## src/rtl/wb_arbiter.sv

```systemverilog
// Four-requester writeback arbiter with burst locking and a registered output stage.
// Define WB_ARB_ROUND_ROBIN_EN for round-robin IDLE arbitration; the default build uses fixed priority (0 highest).
module wb_arbiter #(
   parameter int LENGTH = 32,
   parameter int TAG_W  = 5
) (
   input  logic                  clk,
   input  logic                  rst,
   input  logic [3:0]            req_valid,
   input  logic [3:0]            req_last,
   input  logic [4*LENGTH-1:0]   req_data,
   input  logic [4*TAG_W-1:0]    req_tag,
   output logic [3:0]            req_ready,
   input  logic                  wb_stall,
   output logic                  wb_valid,
   output logic [LENGTH-1:0]     wb_data,
   output logic [TAG_W-1:0]      wb_tag,
   output logic [1:0]            wb_src,
   output logic                  dbg_state
);

   // Handshake: a beat moves when req_valid[i] && req_ready[i]; ready never depends on the
   // requester having already seen ready, and a stalled, full output stage withholds every grant.
   typedef enum logic {IDLE = 1'b0, LOCKED = 1'b1} state_t;

   state_t              state, state_next;
   logic [1:0]          lock_id;
   logic [1:0]          gnt_idx;
   logic                gnt_ok;
   logic                gnt_last;
   logic                free;
   logic                xfer;
   logic [LENGTH-1:0]   sel_data;
   logic [TAG_W-1:0]    sel_tag;

`ifdef WB_ARB_ROUND_ROBIN_EN
   logic [1:0]          ptr;
`endif

   assign free      = !wb_valid || !wb_stall;
   assign xfer      = rst && free && gnt_ok;
   assign gnt_last  = req_last[gnt_idx];
   assign dbg_state = state;

   // Candidate selection; scanning from the far end lets the nearest valid requester win.
   always_comb begin
      gnt_ok  = 1'b0;
      gnt_idx = 2'd0;
      if (state == LOCKED) begin
         gnt_idx = lock_id;
         gnt_ok  = req_valid[lock_id];
      end else begin
`ifdef WB_ARB_ROUND_ROBIN_EN
         for (int k = 3; k >= 0; k--) begin
            if (req_valid[ptr + 2'(k)]) begin
               gnt_ok  = 1'b1;
               gnt_idx = ptr + 2'(k);
            end
         end
`else
         for (int k = 3; k >= 0; k--) begin
            if (req_valid[k]) begin
               gnt_ok  = 1'b1;
               gnt_idx = 2'(k);
            end
         end
`endif
      end
   end

   always_comb begin
      sel_data = '0;
      sel_tag  = '0;
      for (int i = 0; i < 4; i++) begin
         if (gnt_idx == 2'(i)) begin
            sel_data = req_data[i*LENGTH +: LENGTH];
            sel_tag  = req_tag[i*TAG_W +: TAG_W];
         end
      end
   end

   // FSM state register
   always_ff @(posedge clk) begin
      if (!rst) state <= IDLE;
      else      state <= state_next;
   end

   // FSM next state
   always_comb begin
      state_next = state;
      if (xfer) begin
         if (state == IDLE && !gnt_last)       state_next = LOCKED;
         else if (state == LOCKED && gnt_last) state_next = IDLE;
      end
   end

   // FSM outputs
   always_comb begin
      req_ready = 4'b0000;
      if (xfer) req_ready[gnt_idx] = 1'b1;
   end

   always_ff @(posedge clk) begin
      if (!rst)                                      lock_id <= 2'd0;
      else if (xfer && state == IDLE && !gnt_last)   lock_id <= gnt_idx;
   end

`ifdef WB_ARB_ROUND_ROBIN_EN
   // The pointer only moves when a burst finishes, so a locked burst never disturbs fairness.
   always_ff @(posedge clk) begin
      if (!rst)                  ptr <= 2'd0;
      else if (xfer && gnt_last) ptr <= gnt_idx + 2'd1;
   end
`endif

   always_ff @(posedge clk) begin
      if (!rst) begin
         wb_valid <= 1'b0;
         wb_data  <= '0;
         wb_tag   <= '0;
         wb_src   <= 2'd0;
      end else if (xfer) begin
         wb_valid <= 1'b1;
         wb_data  <= sel_data;
         wb_tag   <= sel_tag;
         wb_src   <= gnt_idx;
      end else if (free) begin
         wb_valid <= 1'b0;
      end
   end

endmodule

```

## config.mk

```make
export PLATFORM = sky130hd
export DESIGN_NAME = wb_arbiter
export DESIGN_NICKNAME = d
export VERILOG_FILES = /design/src/rtl/wb_arbiter.sv
export SDC_FILE = /design/constraint.sdc
export NUM_CORES = 1
export LEC_CHECK = 0
export BUFFER_PORTS_ARGS = -buffer_cell sky130_fd_sc_hd__clkbuf_2
export CORE_ASPECT_RATIO = 1.4
export CORE_UTILIZATION = 44
export DETAILED_ROUTE_END_ITERATION = 8
export GPL_TIMING_DRIVEN = 1
export PLACE_DENSITY = 0.84
export SYNTH_ARGS = -nofsm -noshare
export SYNTH_HDL_FRONTEND = slang
export SYNTH_SLANG_ARGS = --single-unit
```

## constraint.sdc

```tcl
create_clock -name clk -period 4.49 [get_ports clk]
set_clock_uncertainty 0.2 [all_clocks]
set_input_delay 0.449 -clock clk [delete_from_list [all_inputs] [get_ports clk]]
set_output_delay 0.449 -clock clk [all_outputs]
set_load 0.05 [all_outputs]
```

Word-level counts from Yosys, hierarchy flattened --
Index checks and enable logic that the tools add are counted.
Word-level totals: register bits 43, input port bits 159, output and inout port bits 45, word-level logic and storage cells 57
Cells by class: magnitude comparators 3, eq/ne operators 3, multiplexer cells 29, bitwise logic cells 1, reductions and logical operators 15
Operators by type and width (number):
- $mux W32 | 4
- $mux W5 | 4
- $mux W1 | 12
- $mux W2 | 5
- $logic_and A1 B1 Y1 | 7
- $lt A2 B3 Y1 const B | 2
- $bmux W1 S2 | 2
- $eq A2 B2 Y1 const B | 2
- $mux W4 | 1
- $reduce_bool A2 Y1 | 2
- $logic_not A1 Y1 | 3
- $demux W1 S2 | 1
- $eq A2 B1 Y1 const B | 1
- $ge A2 B1 Y1 const B | 1
- $logic_not A2 Y1 | 1
- $reduce_and A2 Y1 | 1
- $logic_or A1 B1 Y1 | 1
- $not A1 Y1 | 1

Depth between registers and ports, before layout --
Gate-level depths: netlist (run 1).
depth after elaboration 11, gate-level depth with buffers 13, gate-level depth less buffers 10

Least setup slack after synthesis (run 1) --
OpenSTA, ideal clock, no wires.
path kind register to output, start reg state (netlist: dbg_state), end out req_ready[1], arrival time 2.445 ns, required time 3.841 ns, slack 1.396 ns, stages on the path, launching flop included 6, buffers on the path 2, path through dfxtp_1 > buf_2 > nand2_1 > o31a_1 > clkbuf_1 > nor3_1
Between the ends: word-level cells in the longest chain between the ends 6, elaborated cells between the ends (all ways) 9, those cells by class 2 x order compare; 5 x mux; 2 x reduce/logical
Ends and longest elaborated chain:
- from (decl) | line 26 | state_t state, state_next;
- from (signal assigned) | line 85 | else state <= state_next;
- $mux W2 | line 49 | if (state == LOCKED) begin
- $lt A2 B3 Y1 (implied by the code) or $ge A2 B1 Y1 (tied branches) | line 100 | if (xfer) req_ready[gnt_idx] = 1'b1;
- $logic_and A1 B1 Y1 (implied by the code) | line 100
- $mux W1 (implied by the code) | line 100
- $demux W1 S2 | line 100
- $mux W4 (*) | line 100
- to (decl) | line 13 | output logic [3:0] req_ready,
Mark *: on every way between the ends. The rest lies on a longest branch, timed or not.

Final worst setup path (run 1) --
start reg state (netlist: dbg_state), end out req_ready[2]
Same word-level chain as after synthesis.

==> results of run 1 <==
## report_power, final
part | switching (uW) | internal, uW
Sequential | 36.9 | 440
Clock | 139 | 108
Combinational | 398 | 207
Total | 574 | 755
## registers in the layout, indices dropped and copies added (netlist names)
register / flops
wb_valid: 1
wb_src: 2
lock_id: 2
wb_data: 32
wb_tag: 5
dbg_state: 1
## routing by layer
metal | routed length [um] | track usage [%] | up-vias
li1 | - | - | 1511
met1 | 2988 | 22.87 | 1407
met2 | 4436 | 44.01 | 125
met3 | 382 | 4.188 | 9
met4 | 111 | 9.014 | 0
met5 | 0 | 0 | -
## cell type report
class | count | share of cell area, %
inverter | 4 | 0.3862
multi-input combinational | 232 | 45.64
sequential | 43 | 22.14
clock inverter | 3 | 0.5150
timing repair buffer | 209 | 27.29
clock buffer | 5 | 1.770
tap | 70 | 2.253
## worst register-to-register path: cells and delay by family (launching register included)
| family | cells | cell delay (ps) |
|---|---|---|
| AOI/OAI and AO/OA | 3 | 1020 |
| adders and majority gates | 1 | 230 |
| DFF | 1 | 660 |
| and+or+nand+nor | 3 | 420 |
## cells in the final DEF (no fill, tap or decap), drive strengths merged, types with 2 or more instances in the layout
cell / netlist / layout
clkbuf: 9 / 208
nand2: 83 / 83
mux2i: 78 / 78
dfxtp: 43 / 43
a32o: 38 / 38
nor2: 8 / 8
buf: 16 / 6
a21oi: 5 / 5
inv: 4 / 4
nor3: 3 / 3
and3: 2 / 2
clkinvlp: 0 / 2
or4: 2 / 2
## path summary, 6_finish.rpt
| path | start | endpoint | slack [ps] | cells after the start |
|---|---|---|---|---|
| hold reg to reg | wb_tag[4]$_SDFFE_PN0P_ | wb_tag[4]$_SDFFE_PN0P_ | 270 | 1 |
| hold / removal | rst | lock_id[1]$_SDFFE_PN0P_ | 270 | 3 |
| setup / recovery | dbg_state$_SDFFE_PN0P_ | req_ready[2] | 1470 | 4 |
| setup reg to reg | dbg_state$_SDFFE_PN0P_ | dbg_state$_SDFFE_PN0P_ | 1890 | 7 |
## cells by family (layout without fill, tap and decap cells)
kind of cell,Yosys count,after routing,share of synthesized area (%)
AO/OA/AOI/OAI,52,52,18.08
multiplexers,79,79,28.88
flip-flops,43,43,30.95
AND/OR/NAND/NOR,100,100,15.47
buffers and inverters,29,221,6.162
adder cells (fa/ha/maj),1,1,0.4498
## per-stage QoR
stage | setup WS, ps | hold slack (ps) | area (um2) | util (%)
6_report | 1474 | 271.3 | 3887 | 64.93
5_1_grt | 1291 | 282.6 | 3887 | 64.93
4_1_cts | 1467 | 258.9 | 3887 | 64.93
3_5_place_dp | 1575 | 253.6 | 3799 | 63.45
3_3_place_gp | 1645 | 247.8 | 3799 | 63.45
2_1_floorplan | 1396 | 256.3 | 2781 | -
==> impl_results.md, run 1 <==
* Status: finished, final reports clean
* RSZ-0062 raised after global routing: no
* Area contributors post-synth: dfxtp_1 (31%), mux2i_1 (28%), a32o_1 (13%)
* Area of the multi-input gates at roughly 0.0018 mm2
* Share of layout cells above drive strength 1 at 45.97%
* Pin slew with the least headroom to its limit at between 900 and 1000 ps
* CTS tree: built
* I/O Buffers at slightly above 200
* Largest net degree at the start of global routing at 42
* Crit. End Element: output port
* DRT iter0 DRCs at between 100 and 150
* WL/cell at 13.99 um
* Post-Synthesis Cells at 304
* H-tree Lvls at 2
* EDFF count, synth at 0
* Fin. Hold Viols at 0
* 1st-pass router iterations at 4
* Setup Buffers After CTS at 0
* Row Count at 33
* Total power at about 1300 uW
* Most area-hungry cell type in the Yosys netlist: dfxtp_1
* Syn Std Cell Area at ~0.0028 mm2
* Tot GR Track Use at about 22%
* Chip Width at around 69 um
* Worst-skew pair later-pin latency at about 290 ps
* Synth-to-layout area growth at 39.77%
* Syn_nets at approximately 460
* Clock slew at reported path FFs at around 80 ps
* Crit path max-delay family: buffers and inverters
* I/O pin count at a little over 200
* Hpwl dp at around 6400 um
* FMAX at approximately 330 MHz
* Final #Nets at approximately 660
* Register area share after synthesis at between 30% and 40%
* Fill cells at just over 500
* ANT cells at 0
* Final min period at about 3000 ps
* Worst Setup Start Kind: flip-flop
* Required @ worst endpoint at roughly 3800 ps
* GPL Wtd Cong at 0.8377
* Cell with the most instances after synthesis: nand2_1
* First-pass GRT wire length at approximately 12000 um
* Ys async rst share at 0%
* Placed Cells at approximately 560
* Setup_tns at 0 ps
* Placeable Area at about 0.0060 mm2
* Initial core utilization at between 40% and 50%
* Final critical-path share of the clock period at between 60% and 70%
* Main synth FF type: dfxtp_1
* Max clock buf depth at 2
* CTS Buf Count at 5
* Vias per cell at 5.392
* Full die area at ~0.0066 mm2
* Via Count at just over 3000
* Worst path max stage delay at 540 ps
* Die height at around 96 um
* Leakage power at about 0.0019 uW
* Worst path slowest cell: buf_4
* Final setup viols at 0
* Vias in the first global route at 2773
* Yosys top cell area share at 30.95%
* DRC Markers at 0
* Worst-path cell chain: o41ai_4, buf_4, and3_1, clkbuf_2
* YS warnings at 0
* CP max FO at 38
* Commonest cells post-synth: nand2_1 (83), mux2i_1 (78), dfxtp_1 (43)
* Rel. slew slack at 36.37%
* Worst Path Buf+Inv at 2
* Yosys cell types at 32
* Root Driver: clkbuf_8
* Initial antenna violation count at 0
* Worst min path class: in2reg
* Final Max Slew Viols at 0
* Total clock sinks at 43
* Final std cells w/o fill at about 570
* Storage cell area at between 800 and 900 um2
* PD cells at ~340 mW/mm2
* FF+latch count, synth at 43
* Routed Antenna Nets at 0
* Number of max-cap violations at 0
* Final wirelength at approximately 7900 um
* Crit path DAT at approximately 2400 ps
* Worst IR Drop VDD at ~190 uV
* Setup CP Type: reg2out
* GR Overflow Total at 0
* Hold Buf Count CTS at 0
* Mean post-synth cell area at ~9.1 um2
* Cts repair resizes at 0
Power figures use the tool's default switching activity.
==> run 2, diff against run 1 <==
- CORE_UTILIZATION: 44 -> 41
- PLACE_DENSITY: 0.84 -> 0.79
- clock period: 4.49 -> 2.8 ns (I/O delays scaled with it)
==> run 2 against run 1 <==
Net effect:
- clock-buffer cell count up 1
- via count rose by 1.1%
- largest cell class unchanged
- sequential power is 60% higher
==> impl_results.md, run 2 (synthesized netlist as in run 1, its figures left out) <==
* Status: finished, final reports clean
* Chip Width at slightly above 70 um
* Final wirelength at 8123 um
* Final worst setup slack at about 170 ps
* Number of max-cap violations at 0
* ANT cells at 0
* CP max FO at 21
* I/O Buffers at 203
* Share of layout cells above drive strength 1 at ~47%
* Worst IR Drop VDD at between 200 and 300 uV
* First-pass GRT wire length at ~13000 um
* Vias in the first global route at a little under 3000
* Via Count at slightly above 3000
* DRT iter0 DRCs at 87
* Setup_tns at 0 ps
* Crit path DAT at between 2000 and 2500 ps
* H-tree Lvls at 2
* Row Count at 35
* Total clock sinks at 43
* CTS Buf Count at 5
* Placed Cells at 565
* Vias per cell at 5.393
* Worst-skew pair later-pin latency at roughly 280 ps
* Final Max Slew Viols at 0
* Worst min path class: in2reg
* Largest net degree at the start of global routing at 47
* Final std cells w/o fill at 572
* Fin. Hold Viols at 0
* DRC Markers at 0
* Commonest non-fill, non-tap cells in the layout: clkbuf_2 (203), nand2_1 (83), mux2i_1 (78)
* Synth-to-layout area growth at 41.66%
* RSZ-0062 raised after global routing: no
* Initial antenna violation count at 0
* Clock slew at reported path FFs at 80 ps
* Max clock buf depth at 2
* Required @ worst endpoint at ~2300 ps
* PD cells at between 500 and 600 mW/mm2
* Final critical-path share of the clock period at between 90% and 100%
* Worst Setup Start Kind: flip-flop
* GPL Wtd Cong at just under 0.9
* Placeable Area at ~0.0066 mm2
* Leakage power at 0.001926 uW
* Die height at roughly 99 um
* Full die area at 0.007122 mm2
* CTS tree: built
* FMAX at roughly 380 MHz
* Hpwl dp at about 6400 um
* Initial core utilization at 42.34%
* Crit. End Element: output port
* Max FFs per register at 32
* Final #Nets at 658
* Routed Antenna Nets at 0
* Biggest regs: wb_data x32, wb_tag x5
* WHS at between 100 and 150 ps
* I/O pin count at a little over 200
* Pin slew with the least headroom to its limit at approximately 880 ps
* Storage cell area at approximately 860 um2
* Setup CP Type: reg2out
* Register name with the most flops: wb_data
* 1st-pass router iterations at 4
* Hold Buf Count CTS at 0
* Rel. slew slack at 41.40%
* Tot GR Track Use at roughly 22%
* Most common cell after layout, fill and taps aside: clkbuf_2
* Final setup viols at 0
* Dpl ws at 242.0 ps
* Final min period at roughly 2600 ps
* Root Driver: clkbuf_8
* WL/cell at ~14 um
* Area of the multi-input gates at about 0.0018 mm2
* Fill cells at between 600 and 700
* GR Overflow Total at 0
run 2: cell count changes in the layout (fill, tap and decap cells not counted), sizes merged:
cell | previous run | this run
clkbuf | 208 | 209
buf | 6 | 9
clkinvlp | 2 | 0
run 2: worst max-delay path: stages, from the launching register on:
cell and delay, ps:
dfxtp_1 480, o31ai_4 820, and3_1 280, clkbuf_2 280
run 2: worst paths after layout:
check	end	depth (start not counted)	start	slack, ps
worst max-delay path	req_ready[3]	3	dbg_state$_SDFFE_PN0P_	170
worst max register to register	dbg_state$_SDFFE_PN0P_	8	dbg_state$_SDFFE_PN0P_	250
worst min-delay path	lock_id[1]$_SDFFE_PN0P_	3	rst	110
worst min register to register	wb_data[29]$_SDFFE_PN0P_	1	wb_data[29]$_SDFFE_PN0P_	270
run 2: layer usage:
layer  vias to the layer above  track usage, %  wire (um)
met5                         -               0          0
met2                       140           44.56       4466
met1                      1411           21.86       2956
li1                       1514               -          -
met3                        20           3.850        496
met4                         0           9.201        203
run 2: stage by stage:
| step | cell area, um2 | util (%) | power [uW] |
|---|---|---|---|
| 2_1_floorplan | 2791 | - | 1478 |
| 3_3_place_gp | 3849 | 58.59 | 1742 |
| 3_5_place_dp | 3849 | 58.59 | 1763 |
| 4_1_cts | 3936 | 59.92 | 2169 |
| 5_1_grt | 3940 | 59.98 | 2262 |
| 6_report | 3940 | 59.98 | 2141 |
run 2: layout make-up:
| type | instances | area share (%) |
|---|---|---|
| timing repair buffer | 212 | 27.91 |
| clock buffer | 6 | 2.096 |
| sequential | 43 | 21.85 |
| inverter | 4 | 0.3811 |
| clock inverter | 1 | 0.1270 |
| multi-input combinational | 232 | 45.28 |
| tap | 74 | 2.350 |
run 2: repair_timing:
item                       CTS  global route
resized for setup            0             2
setup buffers                0             0
setup endpoints to repair    0             1
run 2: power breakdown:
part           switching, uW  internal, uW  leakage (uW)
Combinational            642           341       0.00152
Sequential              57.0           705      0.000357
Clock                    202           194     0.0000470
Total                    901          1240       0.00193
